**config.mk**
```make
export PLATFORM = sky130hd
export DESIGN_NAME = wts_channel_array
export DESIGN_NICKNAME = d
export VERILOG_FILES = /design/src/rtl/wts_channel_array.sv
export SDC_FILE = /design/constraint.sdc
export NUM_CORES = 1
export LEC_CHECK = 0
export CORE_MARGIN = 3
export CORE_UTILIZATION = 38
export CTS_CLUSTER_SIZE = 24
export DETAILED_ROUTE_END_ITERATION = 16
export GPL_ROUTABILITY_DRIVEN = 0
export SYNTH_ARGS = -nofsm -noshare
export SYNTH_HDL_FRONTEND = slang
export SYNTH_SLANG_ARGS = --single-unit
export TNS_END_PERCENT = 10
```
**constraint.sdc**
```tcl
create_clock -name clk -period 4.6 [get_ports clk]
set_input_delay 0.69 -clock clk [delete_from_list [all_inputs] [get_ports clk]]
set_output_delay 0.69 -clock clk [all_outputs]
set_load 0.05 [all_outputs]
```
**src/rtl/wts_channel_array.sv**
```systemverilog
// wts_channel_array: round-robin tone/noise channel engine; define WTS_NOISE_GATE_EN to build LFSR noise gating
module wts_channel_array #(
  parameter int CH_NUM = 5,
  parameter int ADDR_W = 7,
  parameter int FREQ_W = 12,
  parameter int ENV_W  = 9
) (
  input  logic                         clk,
  input  logic                         reset,
  input  logic                         active,
  input  logic [CH_NUM-1:0]            address_reset,
  input  logic [CH_NUM*FREQ_W-1:0]     reg_frequency_count,
  input  logic [CH_NUM*2-1:0]          reg_wave_length,
  input  logic [CH_NUM-1:0]            reg_noise_enable,
  input  logic [4:0]                   reg_noise_frequency_count,
  input  logic [CH_NUM*ENV_W-1:0]      envelope_in,
  output logic                         out_valid,
  output logic [$clog2(CH_NUM)-1:0]    out_ch,
  output logic [ADDR_W-1:0]            sram_a,
  output logic [ENV_W-1:0]             envelope
);
  localparam int CW = $clog2(CH_NUM);
  localparam logic [ADDR_W-1:0] ONES = '1;
  logic [CW-1:0] ch_sel_q, ch_sel_d;
  logic [FREQ_W-1:0] cnt_q [CH_NUM];
  logic [FREQ_W-1:0] cnt_d [CH_NUM];
  logic [ADDR_W-1:0] addr_q [CH_NUM];
  logic [ADDR_W-1:0] addr_d [CH_NUM];
  logic [CH_NUM-1:0] pend_q, pend_d;
  logic [FREQ_W-1:0] freq;
  logic [1:0] wl;
  logic [ADDR_W-1:0] mask, addr_m, addr_nx;
  logic [ENV_W-1:0] env_in, env_g;
  int c;
  always_comb begin
    c = int'(ch_sel_q);
    freq = reg_frequency_count[c*FREQ_W +: FREQ_W];
    wl = reg_wave_length[c*2 +: 2];
    mask = wl[1] ? ONES : wl[0] ? ONES >> 1 : ONES >> 2;
    addr_m = addr_q[ch_sel_q] & mask;
    env_in = envelope_in[c*ENV_W +: ENV_W];
    cnt_d = cnt_q;
    addr_d = addr_q;
    pend_d = pend_q | address_reset;
    ch_sel_d = ch_sel_q;
    addr_nx = addr_m;
    if (active) begin
      ch_sel_d = (ch_sel_q == CW'(CH_NUM - 1)) ? '0 : ch_sel_q + 1'b1;
      // a reset pulse landing in the service cycle is already folded into pend_d
      if (pend_d[ch_sel_q]) begin
        addr_nx = '0;
        addr_d[ch_sel_q] = '0;
        cnt_d[ch_sel_q] = freq;
      end else if (cnt_q[ch_sel_q] == '0) begin
        addr_nx = (addr_m + 1'b1) & mask;
        addr_d[ch_sel_q] = addr_nx;
        cnt_d[ch_sel_q] = freq;
      end else begin
        cnt_d[ch_sel_q] = cnt_q[ch_sel_q] - 1'b1;
      end
      pend_d[ch_sel_q] = 1'b0;
    end
  end
`ifdef WTS_NOISE_GATE_EN
  logic [16:0] lfsr_q, lfsr_d;
  logic [4:0] ncnt_q, ncnt_d;
  always_comb begin
    lfsr_d = lfsr_q;
    ncnt_d = ncnt_q;
    if (active) begin
      ncnt_d = (ncnt_q == '0) ? reg_noise_frequency_count : ncnt_q - 1'b1;
      lfsr_d = (ncnt_q == '0) ? {lfsr_q[0] ^ lfsr_q[3], lfsr_q[16:1]} : lfsr_q;
    end
  end
  // gating sees the noise bit from before this cycle's shift
  assign env_g = (reg_noise_enable[ch_sel_q] && !lfsr_q[0]) ? '0 : env_in;
  always_ff @(posedge clk) begin
    if (reset) begin
      lfsr_q <= 17'h1;
      ncnt_q <= '0;
    end else begin
      lfsr_q <= lfsr_d;
      ncnt_q <= ncnt_d;
    end
  end
`else
  logic unused_noise;
  assign unused_noise = ^{reg_noise_enable, reg_noise_frequency_count};
  assign env_g = env_in;
`endif
  always_ff @(posedge clk) begin
    if (reset) begin
      ch_sel_q <= '0;
      cnt_q <= '{default: '0};
      addr_q <= '{default: '0};
      pend_q <= '0;
      out_valid <= 1'b0;
      out_ch <= '0;
      sram_a <= '0;
      envelope <= '0;
    end else begin
      ch_sel_q <= ch_sel_d;
      cnt_q <= cnt_d;
      addr_q <= addr_d;
      pend_q <= pend_d;
      out_valid <= active;
      if (active) begin
        out_ch <= ch_sel_q;
        sram_a <= addr_nx;
        envelope <= env_g;
      end
    end
  end
endmodule

```
# Yosys cells after proc, flatten, opt, wreduce, memory -nomap -nowiden
# Index checks and enable logic that the tools add are counted.
# totals
register_bits	123
inputBits	133
elab_cells	69
# classes
add_sub_neg	3
multipliers	2
order_cmp	4
eq_ne	1
shift	3
mux	27
bitwise_logic	8
n_reduce_logical	5
# ops
cell	count
$bwmux W60	2
$mux W60	2
$mux W35	2
$shiftx A60 B8 Y12	1
$shiftx A45 B8 Y9	1
$mux W7	6
$bmux W12 S3	1
$demux W12 S3	1
$mux W12	3
$and A35 B35 Y35	1
$bwmux W35	1
$not A35 Y35	1
$bmux W7 S3	1
$demux W7 S3	1
$and A7 B7 Y7	2
$logic_not A12 Y1	1
$sub A12 B1 Y12 const B	1
$shiftx A10 B5 Y2	1
$add A7 B1 Y7 const B	1
$mul A3 B4 Y7 const B	1
$mux W6	1
$and A5 B5 Y5	1
$mul A3 B2 Y5 const B	1
$mux W5	1
other kinds (16)	18

# Logic depth before layout (Yosys ltp)
# Gate-level depths: netlist of run 1.
# depth
ltp_word	10
depth_mapped	16
ltp_nobuf	9

# Worst setup path before layout of run 1
# OpenSTA, ideal clock, no wires.
# synth_timing
kind	register -> register
startpoint	register ch_sel_q[1]
endpoint	register sram_a[1]
setup_ps	117
arrival_time_ps	3473
required_time_ps	4483
setup_slack_ps	1011
path_stages_with_launch	15
synth_period_minus_slack_ps	3589
path_cell_list	dfxtp_1 > buf_4 > buf_6 > buf_6 > buf_4 > buf_6 > mux2i_1 > o22ai_1 > a31oi_1 > ha_1 > or4b_1 > buf_2 > nor3_2 > mux2_2 > a22o_1
# synth_via
elab_chain_len	9
elab_cells_between_ends	17
cone_classes	add/sub: 1; shift: 1; mux: 11; bitwise: 3; reduce/logical: 1
# synth_lines
element	line_no	text
from (decl)	24	logic [CW-1:0] ch_sel_q, ch_sel_d;
from (signal assigned)	102	ch_sel_q <= ch_sel_d;
$not A3 Y4 (implied by the code)	40, 54	
$bmux W7 S3	40	addr_m = addr_q[ch_sel_q] & mask;
$mux W7 (implied by the code) (2 in series)	40	
$and A7 B7 Y7	40	
$add A7 B1 Y7	55	addr_nx = (addr_m + 1'b1) & mask;
$and A7 B7 Y7	55	
$mux W7	54	end else if (cnt_q[ch_sel_q] == '0) begin
$mux W7 *	50	if (pend_d[ch_sel_q]) begin
to (signal assigned)	109	sram_a <= addr_nx;
to (decl)	19	output logic [ADDR_W-1:0] sram_a,
# Every way passes the cells marked *; elsewhere a longest branch is shown, timed or not. The select of a mux whose other input is x is not followed.
# A chain may end at the register's enable or synchronous reset.

# Worst setup path in the final report of run 1
# layout_timing
startpoint	register ch_sel_q[1]
endpoint	register addr_q[5] (netlist bit)
# layout_via
elab_chain_len	10
elab_cells_between_ends	28
cone_classes	add/sub: 1; order compare: 2; shift: 1; mux: 15; bitwise: 5; reduce/logical: 4
# layout_lines
element	line_no	text
parallel branches: the longest is 10 deep, another holds $add A7 B1 Y7	-	
to (signal assigned)	104	addr_q <= addr_d;
to (decl)	27	logic [ADDR_W-1:0] addr_q [CH_NUM];
# Several ways; the timed one is not identified. The select of a mux whose other input is x is not followed.

==> results of run 1 <==
==> cell families (layout without fill, tap and decap cells) <==
group                    Yosys count  after routing  synth area share, %
AO/OA/AOI/OAI                    207            207                 22.1
XOR/XNOR                          12             12                 1.51
adder cells (fa/ha/maj)            4              4                0.717
buffers and inverters             74            209                 5.16
flip-flops                       123            123                 35.3
multiplexers                      68             68                 13.9
AND/OR/NAND/NOR                  297            297                 21.3
==> power breakdown <==
part           switching [mW]  total (mW)  internal, mW
Clock                   0.510        1.41         0.905
Sequential             0.0450        1.16          1.11
Combinational           0.494       0.847         0.352
Total                    1.05        3.42          2.37
==> through the flow <==
stage | cells | power, mW
2_1_floorplan | 785 | 1.71
3_3_place_gp | 1113 | 2.00
3_5_place_dp | 1113 | 2.02
4_1_cts | 1145 | 3.43
5_1_grt | 1145 | 3.55
6_report | 1145 | 3.42
==> worst max-delay path: cells and delay by family, from the launching register on <==
family	cells	cell delay, ns
adders and majority gates	1	0.28
AOI/OAI and AO/OA	4	0.88
and+or+nand+nor	2	1.16
DFF	1	0.89
buffers and inverters	1	0.21
muxes	1	0.27
==> placed cells by master, fill, tap and decap left out, types with 4 or more instances in the layout <==
| cell type | count |
|---|---|
| clkinv_4 | 4 |
| nand2_1 | 56 |
| o211ai_1 | 4 |
| a311oi_1 | 36 |
| nand4_1 | 8 |
| ha_1 | 4 |
| and3_1 | 6 |
| a22o_1 | 17 |
| a21oi_1 | 31 |
| buf_4 | 29 |
| nor2b_1 | 17 |
| a211oi_1 | 9 |
| mux2_2 | 12 |
| nor4_1 | 6 |
| nor2_1 | 98 |
| xnor2_1 | 7 |
| bufinv_16 | 4 |
| nand3_1 | 27 |
| a221oi_1 | 11 |
| dfxtp_1 | 121 |
| nand3b_1 | 14 |
| a22oi_1 | 4 |
| o22ai_1 | 10 |
| xor2_1 | 5 |
| mux4_2 | 22 |
| o41ai_1 | 9 |
| nand2b_1 | 7 |
| clkbuf_16 | 17 |
| nor3_1 | 29 |
| inv_1 | 5 |
| o31ai_1 | 5 |
| mux2i_1 | 34 |
| and2_1 | 5 |
| clkdlybuf4s50_1 | 141 |
| o21ai_0 | 36 |
| clkinvlp_4 | 4 |
==> registers in the layout (all words and copies together) (netlist names) <==
name	flops
cnt_q	60
sram_a	7
envelope	9
out_valid	1
addr_q	35
pend_q	5
out_ch	3
ch_sel_q	3
==> final cells by class <==
cell class | count | share of cell area [%]
multi-input combinational | 588 | 45.4
clock inverter | 15 | 2.17
tap | 225 | 3.05
sequential | 123 | 26.8
clock buffer | 17 | 4.61
timing repair buffer | 170 | 17.7
inverter | 7 | 0.285
==> layer usage <==
layer  share of wire, %  wire length, um
met1                 44            10100
met2                 47            10800
met3                7.5             1730
met4                1.8              404
met5                  0                0
==> worst max path at each step <==
stage | endpoint | cells after the start | startpoint
2_1_floorplan | sram_a[1] | 14 | ch_sel_q[1]
3_3_place_gp | addr_q[24] | 9 | ch_sel_q[1]
3_5_place_dp | cnt_q[6] | 9 | ch_sel_q[1]
4_1_cts | cnt_q[6] | 9 | ch_sel_q[1]
5_1_grt | addr_q[3] | 9 | ch_sel_q[1]
6_report | addr_q[5] | 9 | ch_sel_q[1]
==> flow_metrics.py, run 1 <==
metrics = {
    "yosys": {
        "synth_top_area_share_pct": 35.3,
        "synth_seq_cells": 123,
        "synth.distinct_cells": 73,
        "synth_edf_count": 0,
        "ys_warn_count": 0,
        "synth_seq_area_share_pct": 35.3,
        "synth.avg_cell_area_um2": 8.89,
        "syn_inst": 785,
        "synthTopCellsByArea": "dfxtp_1, mux4_2, nor2_1",
        "async_flop_share_pct": 0,
        "ys.flop_type": "dfxtp_1",
        "synth_fp_nets": 922,
        "ys_top_cells_by_count": "dfxtp_1, nor2_1, nand2_1",
        "yosys.area.top_type": "dfxtp_1",
        "post-synth-top-count-cell": "dfxtp_1",
        "syn_area_um2": 6980,
    },
    "floorplanning": {
        "die_x_um": 142,
        "die_y_um": 142,
        "ios": 153,
        "fp.coreArea_um2": 17700,
        "die_area_um2": 20000,
        "num_rows": 48,
        "initial_core_util_pct": 39.5,
    },
    "sta": {
        "setup_violations": 0,
        "timing.setup.tns_ns": 0,
        "slew_violations": 0,
        "finalHoldViolCount": 0,
        "finClkSkew_ns": 0.00431,
        "fin_crit_sh_pct": 83.0,
        "max_freq_mhz": 262,
        "finalWorstSetupSlack_ns": 0.781,
        "tightest_slew_ns": 1.19,
        "rsz0062_at_grt": "false",
        "holdWs_ns": 0.461,
        "max-slew-margin-rel_pct": 20.0,
        "period_minus_slack_ns": 3.82,
    },
    "hold_path": {
        "min_to": "sram_a[5]",
        "hold_path_depth": 2,
        "hold_class": "reg -> reg",
        "min_from": "sram_a[5]",
    },
    "critical_path": {
        "r2r_slack_ns": 0.78,
        "arrival_ns": 4.16,
        "required_ns": 4.94,
        "path_class": "reg -> reg",
        "cp_slowest_cell": "dfxtp_4",
        "critical-path-max-stage-delay_ns": 0.89,
        "reg2reg_from": "ch_sel_q[1]",
        "cp_max_fo": 59,
        "crit_chain": "mux2i_1 > o22ai_1 > a31oi_1 > ha_1 > or4b_1 > buf_4 > nor4_1 > o21ai_0 > a21oi_1",
        "reg2regPathDepth": 9,
        "cp-end-kind": "flip-flop",
        "r2r-end": "addr_q[5]",
        "startpoint_type": "flip-flop",
    },
    "clock_network": {
        "clk_path_buf_depth": 2,
        "cts_tree": "yes",
        "cts_hold_buf": 0,
        "ctsResizeCount": 0,
        "ctsHtreeMaxLevel": 4,
        "cts_sinks": 123,
        "post_cts_buffers": 0,
        "clk_latency_ns": 0.42,
        "path_clk_slew_ns": 0.06,
        "cts_buffers": 17,
        "root_buffer": "clkbuf_16",
    },
    "status": {
        "status": "finished clean",
    },
    "placement": {
        "dpl_cell_area_um2": 8590,
        "place_hpwl_mm": 16.2,
        "pre_cts_slack_ns": 0.828,
        "io_buffers": 142,
    },
    "power": {
        "peakVddDrop_uv": 342,
        "power_leakage_nw": 3.20,
        "p_per_area_nw_per_um2": 371,
    },
    "grt": {
        "grt_antenna_before_repair": 0,
        "gr-max-usage-layer": "met2",
        "grt_pass1_vias": 7027,
        "grt_pass1_wl_mm": 37.3,
        "grt.met2_usage_pct": 37.8,
        "grt.total_usage_pct": 23.2,
        "grt_max_degree": 82,
        "overflow": 0,
        "grt.met1_usage_pct": 31.0,
        "met3_usage_pct": 4.79,
    },
    "final_layout": {
        "postLayoutCoreUtil_pct": 52.2,
        "n_antenna_cell": 0,
        "multi_input_area_um2": 4190,
        "drive_gt1_share_pct": 13.6,
        "final_nets": 1044,
        "num-fill-cells": 1603,
        "fin_area_um2": 9220,
        "seq_area_um2": 2470,
        "syn2layout_area_growth_pct": 32.0,
    },
    "detailed_routing": {
        "vias_per_cell": 6.02,
        "vias": 6897,
        "wirelength_mm": 23.0,
        "wire_per_inst_um": 20.1,
        "drt_iter0_drc": 544,
        "dr.pass1.iters": 5,
        "drc_errors": 0,
        "final_antenna_net_count": 0,
    },
    "run": {
        "cap_violations": 0,
    },
}
Note: power is estimated with default switching activity, not from simulation.
==> run 2, diff against run 1 <==
clock period = 3.85 ns   (was 4.6 ns; I/O delays follow)
==> run 2 against run 1 <==
Against the previous run:
- worst hold slack got worse by 0.0080 ns
- register-to-register slack lost 0.23 ns
- sequential share of layout area fell by 0.25 points
- final area is 0.94% higher
- flip-flop and latch count stayed put
- die area unchanged
- sequential power rose by 18%
- global-route usage is 0.51 points higher
- total power up 17%
- routed wire length grew 2.4%
- first-iteration DRC count shrank 26%
- critical endpoint is now addr_q[13]
==> flow_metrics.py, run 2 (synthesis gave the netlist of run 1 again) <==
metrics = {
    "critical_path": {
        "reg2regPathDepth": 10,
        "path_class": "reg -> reg",
        "arrival_ns": 3.67,
        "required_ns": 4.22,
        "cp-end-kind": "flip-flop",
        "cp_slowest_cell": "dfxtp_1",
        "crit_chain": "buf_4 > nor2b_1 > and3_1 > or2_2 > ha_1 > o21ai_0 > nor4_2 > xor2_1 > nor4_2 > mux2_2",
        "startpoint_type": "flip-flop",
        "cp_max_fo": 10,
        "critical-path-max-stage-delay_ns": 0.56,
        "cpMostUsedCell": "nor4_2",
    },
    "clock_network": {
        "cts_hold_buf": 0,
        "path_clk_slew_ns": 0.06,
        "cts_buffers": 17,
        "post_cts_buffers": 0,
        "ctsResizeCount": 0,
        "clk_path_buf_depth": 2,
        "root_buffer": "clkbuf_16",
        "cts_sinks": 123,
        "cts_tree": "yes",
        "clk_latency_ns": 0.43,
        "ctsHtreeMaxLevel": 4,
    },
    "run": {
        "cap_violations": 0,
    },
    "sta": {
        "period_minus_slack_ns": 3.30,
        "rsz0062_at_grt": "false",
        "tightest_slew_ns": 0.819,
        "finalHoldViolCount": 0,
        "fin_crit_sh_pct": 85.6,
        "finClkSkew_ns": 0.00743,
        "setup_violations": 0,
        "max-slew-margin-rel_pct": 45.4,
        "max_freq_mhz": 303,
        "slew_violations": 0,
        "timing.setup.tns_ns": 0,
    },
    "detailed_routing": {
        "vias_per_cell": 6.00,
        "dr.pass1.iters": 6,
        "vias": 6950,
        "wire_per_inst_um": 20.3,
        "final_antenna_net_count": 0,
        "drc_errors": 0,
        "drt_iter0_drc": 403,
        "wirelength_mm": 23.6,
    },
    "floorplanning": {
        "die_area_um2": 20000,
        "die_y_um": 142,
        "initial_core_util_pct": 39.5,
        "die_x_um": 142,
        "num_rows": 48,
        "fp.coreArea_um2": 17700,
        "ios": 153,
    },
    "placement": {
        "dp.cells": 1128,
        "place_hpwl_mm": 17.0,
        "io_buffers": 142,
    },
    "grt": {
        "grt.total_usage_pct": 23.8,
        "grt_max_degree": 80,
        "grt_pass1_wl_mm": 37.6,
        "grt_antenna_before_repair": 0,
        "overflow": 0,
        "grt_pass1_vias": 7131,
    },
    "final_layout": {
        "n_antenna_cell": 0,
        "final_nets": 1059,
        "final_cells": 1159,
        "largest-register": "cnt_q",
        "num-fill-cells": 1607,
        "drive_gt1_share_pct": 14.9,
        "largestRegisters": "cnt_q (60), addr_q (35), envelope (9)",
        "multi_input_area_um2": 4190,
        "seq_area_um2": 2470,
        "syn2layout_area_growth_pct": 33.3,
        "mostFrequentLayoutCell": "clkdlybuf4s50_1",
        "final_cell_mix": "clkdlybuf4s50_1, dfxtp_1, nor2_1, nand2_1, buf_4",
        "largest_reg_flops": 60,
    },
    "hold_path": {
        "hold_path_depth": 2,
        "hold_class": "reg -> reg",
    },
    "power": {
        "peakVddDrop_uv": 341,
        "p_per_area_nw_per_um2": 430,
        "power_leakage_nw": 3.26,
    },
    "status": {
        "status": "finished clean",
    },
}
-- run 2: cell count changes in the layout (fill, tap and decap cells not counted), sizes merged --
cell | before | now
clkinv | 7 | 5
inv | 7 | 9
bufinv | 4 | 2
clkinvlp | 4 | 5
buf | 29 | 44
-- run 2: final timing paths --
check                            startpoint    endpoint  slack, ns
worst max-delay path            ch_sel_q[2]  addr_q[13]       0.55
worst min-delay path              sram_a[0]   sram_a[0]       0.45
worst max register to register  ch_sel_q[2]  addr_q[13]       0.55
worst min register to register    sram_a[0]   sram_a[0]       0.45
-- run 2: where the power goes --
| part | leakage [nW] | switching, mW | internal [mW] | total (mW) |
|---|---|---|---|---|
| combinational | 1.99 | 0.616 | 0.450 | 1.07 |
| clock | 0.268 | 0.619 | 0.948 | 1.57 |
| sequential | 1.00 | 0.0398 | 1.33 | 1.37 |
| total | 3.26 | 1.27 | 2.72 | 4.00 |
-- run 2: final cells by class --
| class | instances | area share (%) |
|---|---|---|
| flip-flops and latches | 123 | 26.5 |
| well taps | 225 | 3.03 |
| multi-input cells | 588 | 45.0 |
| repair buffers | 185 | 19.0 |
| clock inverters | 14 | 1.60 |
| inverters | 7 | 0.282 |
| clock buffers | 17 | 4.57 |
-- run 2: metrics by stage --
step | cell area (um^2) | setup WS (ns) | utilization [%] | total power, mW | hold WS, ns
floorplan | 6980 | 0.261 | - | 2.04 | 0.428
global placement | 8730 | 0.617 | 49.4 | 2.43 | 0.445
CTS | 9310 | 0.533 | 52.7 | 4.02 | 0.456
finish | 9310 | 0.553 | 52.7 | 4.00 | 0.453
detailed placement | 8730 | 0.561 | 49.4 | 2.45 | 0.443
global route | 9310 | 0.227 | 52.7 | 4.17 | 0.471
-- run 2: per-layer routing --
| layer | wire, um | global-route usage [%] | up-vias | share of wire (%) |
|---|---|---|---|---|
| met5 | 0 | 0 | - | 0 |
| met4 | 615 | 9.29 | 0 | 2.6 |
| met3 | 1900 | 6.07 | 46 | 8.1 |
| met2 | 10800 | 37.3 | 290 | 46 |
| met1 | 10200 | 31.4 | 3360 | 43 |
| li1 | - | - | 3254 | - |
-- run 2: critical path, delay by kind of cell, from the launching register on --
kind | cells | cell delay [ns]
xor+xnor | 1 | 0.13
buf+inv | 1 | 0.23
compound gates | 1 | 0.22
flops | 1 | 0.56
simple gates | 5 | 1.66
mux | 1 | 0.27
fa+ha+maj | 1 | 0.17
